`src/rtl/rc4_pkg.sv`:
```
// Shared types and sizing for the rc4 stream controller and its output stage.
package rc4_pkg;

  localparam int KEY_W         = 32;
  localparam int MAX_KEY_BYTES = 4;
  localparam int BYTE_W        = 8;

  typedef enum logic [2:0] {IDLE, START, KSA, DROP, STREAM, FLUSH} state_t;

  // Core contract: ksa_done is a level that holds until the next start; while
  // ks_valid is high, ks_byte is stable until ks_ready is seen at a clock edge.
  typedef struct packed {
    logic              ksa_done;
    logic              ks_valid;
    logic [BYTE_W-1:0] ks_byte;
  } core_rsp_t;

  function automatic logic key_len_ok(input logic [7:0] len);
    return (len != 8'd0) && (len <= 8'(MAX_KEY_BYTES));
  endfunction

endpackage

```
`src/rtl/rc4_xor_stage.sv`:
```
// Single-entry output register holding din ^ keystream; one cycle load-to-valid.
// Refills in the same cycle the old byte drains, so it sustains 1 byte/cycle.
module rc4_xor_stage
  import rc4_pkg::*;
(
  input  logic              clk,
  input  logic              rst,
  input  logic              clr,
  input  logic              load,
  input  logic              last_in,
  input  logic [BYTE_W-1:0] din_data,
  input  logic [BYTE_W-1:0] ks_byte,
  input  logic              dout_ready,
  output logic              dout_valid,
  output logic              dout_last,
  output logic [BYTE_W-1:0] dout_data,
  output logic              room
);

  assign room = ~dout_valid | dout_ready;

  always_ff @(posedge clk) begin
    if (rst) begin
      dout_valid <= 1'b0;
      dout_last  <= 1'b0;
      dout_data  <= '0;
    end else if (clr) begin
      dout_valid <= 1'b0;
      dout_last  <= 1'b0;
    end else if (load) begin
      dout_data  <= din_data ^ ks_byte;
      dout_valid <= 1'b1;
      dout_last  <= last_in;
    end else if (dout_valid && dout_ready) begin
      dout_valid <= 1'b0;
      dout_last  <= 1'b0;
    end
  end

endmodule

```
`src/rtl/rc4_stream_ctrl.sv`:
```
// Command sequencer around an rc4 core: key load, KSA wait, optional drop, then
// XOR streaming; one cycle din-to-dout, stalls din when core or downstream stalls.
module rc4_stream_ctrl
  import rc4_pkg::*;
#(
  parameter int DROP_N = 0,
  parameter int LEN_W  = 16
) (
  input  logic              clk,
  input  logic              rst,
  input  logic              cmd_valid,
  output logic              cmd_ready,
  input  logic [KEY_W-1:0]  cmd_key,
  input  logic [7:0]        cmd_key_len,
  input  logic [LEN_W-1:0]  cmd_msg_len,
  input  logic              abort,
  input  logic              din_valid,
  output logic              din_ready,
  input  logic [BYTE_W-1:0] din_data,
  output logic              dout_valid,
  input  logic              dout_ready,
  output logic [BYTE_W-1:0] dout_data,
  output logic              dout_last,
  output logic              busy,
  output logic              done,
  output logic              err,
  output logic [KEY_W-1:0]  core_key,
  output logic [7:0]        core_key_len,
  output logic              core_start,
  input  logic              core_ksa_done,
  input  logic              core_ks_valid,
  input  logic [BYTE_W-1:0] core_ks_byte,
  output logic              core_ks_ready
);

  localparam int DROP_W = 10;

  state_t           state;
  state_t           after_drop;
  core_rsp_t        rsp;
  logic [LEN_W-1:0] msg_len;
  logic [LEN_W-1:0] byte_cnt;
  logic [DROP_W-1:0] drop_cnt;
  logic             kill;
  logic             room;
  logic             fire;
  logic             last_byte;

  assign rsp        = '{ksa_done: core_ksa_done, ks_valid: core_ks_valid, ks_byte: core_ks_byte};
  assign kill       = abort && (state != IDLE);
  assign cmd_ready  = (state == IDLE);
  assign busy       = (state != IDLE);
  assign core_start = (state == START);
  assign after_drop = (msg_len == '0) ? FLUSH : STREAM;
  assign last_byte  = (byte_cnt == msg_len - 1'b1);

  // An aborting cycle must not consume keystream or input, or bytes would be lost.
  assign din_ready     = (state == STREAM) && !kill && rsp.ks_valid && room;
  assign fire          = din_ready && din_valid;
  assign core_ks_ready = fire || ((state == DROP) && !kill && rsp.ks_valid);

  always_ff @(posedge clk) begin
    if (rst) begin
      state        <= IDLE;
      core_key     <= '0;
      core_key_len <= '0;
      msg_len      <= '0;
      byte_cnt     <= '0;
      drop_cnt     <= '0;
      done         <= 1'b0;
      err          <= 1'b0;
    end else begin
      done <= 1'b0;
      err  <= 1'b0;
      if (kill) begin
        state    <= IDLE;
        byte_cnt <= '0;
        drop_cnt <= '0;
      end else begin
        case (state)
          IDLE: begin
            if (cmd_valid) begin
              if (key_len_ok(cmd_key_len)) begin
                core_key     <= cmd_key;
                core_key_len <= cmd_key_len;
                msg_len      <= cmd_msg_len;
                byte_cnt     <= '0;
                drop_cnt     <= '0;
                state        <= START;
              end else begin
                err <= 1'b1;
              end
            end
          end
          START: state <= KSA;
          KSA: begin
            if (rsp.ksa_done) state <= (DROP_N > 0) ? DROP : after_drop;
          end
          DROP: begin
            if (rsp.ks_valid) begin
              if (drop_cnt == DROP_W'(DROP_N - 1)) state <= after_drop;
              else drop_cnt <= drop_cnt + 1'b1;
            end
          end
          STREAM: begin
            if (fire) begin
              byte_cnt <= byte_cnt + 1'b1;
              if (last_byte) state <= FLUSH;
            end
          end
          FLUSH: begin
            if (room) begin
              done  <= 1'b1;
              state <= IDLE;
            end
          end
          default: state <= IDLE;
        endcase
      end
    end
  end

  rc4_xor_stage u_xor (
    .clk        (clk),
    .rst        (rst),
    .clr        (kill),
    .load       (fire),
    .last_in    (last_byte),
    .din_data   (din_data),
    .ks_byte    (rsp.ks_byte),
    .dout_ready (dout_ready),
    .dout_valid (dout_valid),
    .dout_last  (dout_last),
    .dout_data  (dout_data),
    .room       (room)
  );

endmodule
```
`config.mk`:
```
export PLATFORM = sky130hd
export DESIGN_NAME = rc4_stream_ctrl
export DESIGN_NICKNAME = d
export VERILOG_FILES = /design/src/rtl/rc4_pkg.sv /design/src/rtl/rc4_xor_stage.sv /design/src/rtl/rc4_stream_ctrl.sv
export SDC_FILE = /design/constraint.sdc
export NUM_CORES = 1
export LEC_CHECK = 0
export ABC_CLOCK_PERIOD_IN_PS = 3700
export BUFFER_PORTS_ARGS = -buffer_cell sky130_fd_sc_hd__buf_2
export CORE_MARGIN = 2
export CORE_UTILIZATION = 35
export DETAILED_ROUTE_END_ITERATION = 7
export GPL_ROUTABILITY_DRIVEN = 0
export GPL_TIMING_DRIVEN = 0
export SYNTH_ARGS = -nofsm -noshare
export SYNTH_HDL_FRONTEND = slang
export SYNTH_SLANG_ARGS = --single-unit
```
`constraint.sdc`:
```
create_clock -name clk -period 3.7 [get_ports clk]
set_input_delay 0.74 -clock clk [delete_from_list [all_inputs] [get_ports clk]]
set_output_delay 0.74 -clock clk [all_outputs]
set_load 0.01 [all_outputs]
```
==> results.md <==
- Layout cells sized above 1: 25.6%
- Worst min path class: flop to flop
- Leak: 0.00231 uW
- CP top delay family: simple AND/OR/NAND/NOR gates
- Yosys reg bits: 97
- Via count: 4,199
- Clk pin slew, worst setup/hold paths: 0.07 ns
- End of the worst register-to-register path: drop_cnt[2]
- Achievable Freq: 0.373 GHz
- DIE HEIGHT: 117 um
- Vias in the first global route: 3,740
- Cells after Synth: 538
- Synth area leader: dfxtp_1
- Pwr per Cell Area: 380 mW/mm^2
- Worst path max stage delay: 0.51 ns
- Via density: 4.88
- Drt initial violations: 148
- H-tree depth: 3
- Ys Warns: 0
- Slowest cell on the critical path: nor4_1
- Fin. max-slew vios: 0
- Reg2reg setup slack: 1.33 ns
- Setup bufs post-CTS: 0
- Hold Path Depth: 2
- Area contributors post-synth: dfxtp_1, nand2_1, a21oi_1
- Syn nets: 621
- Hold Buf Count CTS: 0
- Post-route ant nets: 0
- Commonest non-fill, non-tap cell in the layout: buf_2
- Final setup viols: 0
- CP startpoint: cmd_key_len[4]
- Area grow syn2layout: 27.2%
- TritonCTS buffer count: 9
- Status: complete, no violations
- Top FF cell, synth: dfxtp_1
- Antenna Cells: 0
- Initial antenna violation count: 1
- DIE AREA: 0.0136 mm^2
- Arrival @ worst endpoint: 2.89 ns
- Post-synth EDFFs: 0
- Critical Path RT: 3.91 ns
- Setup TNS Final: 0 ns
- I/O Buffers: 135
- Initial Utilization: 35.6%
- Worst Clk Skew: 0.00492 ns
- Post-synth ARST share: 0%
- CTS tree: yes
- Die X: 117 um
- Area after DPL: 0.00535 mm^2
- Worst-path fanout max: 10
- Peak VDD IR: 0.000289 V
- Nets: 767
- Worst Tran Pin Value: 0.634 ns
- Largest net degree at the start of global routing: 16
- Max_slew headroom: 57.8%
- Residual DRC: 0
- Core box area: 0.0125 mm^2
- Critical R2R Launch: state[0]
- Root Buffer: clkbuf_16
- Num ports: 137
- Max clock buf depth: 2
- Worst setup SP type: primary input
- Worst hold endpoint: core_key[13]
- Cell Chain, Critical Path: buf_2 -> nor4_1 -> o2111ai_1 -> clkbuf_1 -> nand2_1 -> clkbuf_1 -> nor2_1
- Skew-Pair Late Insertion Delay: 0.34 ns
- Post-synthesis sequential area ratio: 43.6%
- WS Path Type: primary input to flop
- Detailed Route WL: 11.6 mm
- Post-synth top area share: 43.6%
- Final instance area: 0.00566 mm^2
- Drt pass-1 iters: 4
- Drt wl/cell: 13.5 um
- First-pass GRT wire length: 18.2 mm
- Mean post-synth cell area: 8.28 um^2
- Post-Syn Area: 0.00445 mm^2
- Cts repair resizes: 0
- Period utilisation layout: 72.4%
- Crit path time final: 2.68 ns
- Clock sinks: 97
- GR Util All Layers: 17.1%
- Row count: 41
- Global route overflow: 0
- WP buf/inv: 3
- Hpwl dp: 8.85 mm
- Critical path endpoint category: flop
- Most common cell type on the critical path: clkbuf_1
- Final Hold Viols: 0
- Distinct cells, synth: 63
- RSZ-0062 raised after global routing: false
- Hold path startpoint: core_key[13]
- Most frequent cells in the layout: buf_2, nand2_1, dfxtp_1
- Post-Route Utilization: 45.3%
- Max Cap Violations: 0
- R2R cell count: 7
-- stage by stage --
step                hold WS [ns]  std cells  setup slack [ns]  power (uW)
global placement           0.439        845             0.739        1180
detailed placement         0.442        845             0.654        1180
finish                     0.452        860              1.02        2150
floorplan                  0.458        538              1.44        1120
global route               0.475        860             0.755        2230
CTS                        0.453        860              1.02        2170
-- worst max-delay path by stage --
stage                    to  slack (ns)  depth (start not counted)
5_1_grt         drop_cnt[6]        0.76                          7
3_3_place_gp    drop_cnt[5]        0.74                          7
6_report        drop_cnt[2]        1.02                          7
3_5_place_dp    drop_cnt[2]        0.65                          7
2_1_floorplan  byte_cnt[11]        1.44                          7
4_1_cts         drop_cnt[2]        1.02                          7
-- cells by family (layout without fill, tap and decap cells) --
kind of cell    count (synthesis)  count (layout)  synth area share [%]
fa+ha+maj                       3               3                 0.843
xor+xnor                       44              44                  8.65
compound gates                113             113                  15.3
buf+inv                        42             192                  4.49
mux                             3               3                 0.674
flops                          97              97                  43.6
simple gates                  236             236                  26.4
-- synthesized netlist by cell type, types with 4 or more instances --
cell type,count
or3_1,7
nand4_1,8
nor2b_1,4
o2111ai_1,4
and2_1,5
nor3b_1,4
and3_1,5
nand2b_1,4
nand2_1,121
clkbuf_1,23
xnor2_1,25
and4_1,6
inv_1,10
o21ai_0,13
nor3_1,6
nor2_1,33
a211oi_1,9
a21oi_1,67
nand3_1,8
dfxtp_1,97
xor2_1,19
-- final cells by class --
class	count	area, um^2
well taps	172	215
flip-flops and latches	97	1940
plain buffers	32	163
inverters	10	37.5
multi-input cells	399	2310
clock inverters	5	80.1
clock buffers	10	239
repair buffers	135	676
fillers	1316	6850
-- worst min-delay path: cells and delay by family (launching register included) --
kind,cells,cell delay (ns)
flip-flops,1,0.31
AO/OA/AOI/OAI,1,0.05
AND/OR/NAND/NOR,1,0.05
-- layer usage --
metal	share of wire, %	global-route usage [%]	vias to the layer above
li1	-	-	2144
met1	45	22.3	1946
met2	48	27.4	96
met3	5.3	3.76	13
met4	1.5	7.06	0
met5	0	0	-
-- flip-flops by register name, indices dropped and copies added (netlist names), 3 cells and up --
| register | count |
|---|---|
| msg_len | 16 |
| drop_cnt | 10 |
| state | 3 |
| core_key_len | 8 |
| core_key | 32 |
| u_xor.dout_data | 8 |
| byte_cnt | 16 |
-- power breakdown --
group          leakage [uW]  switching (uW)  internal, uW  total (uW)
registers          0.000781            2.15          1050        1050
logic               0.00138            54.1          52.0         106
clock network      0.000151             390           605         995
Note: power is estimated with default switching activity, not from simulation.
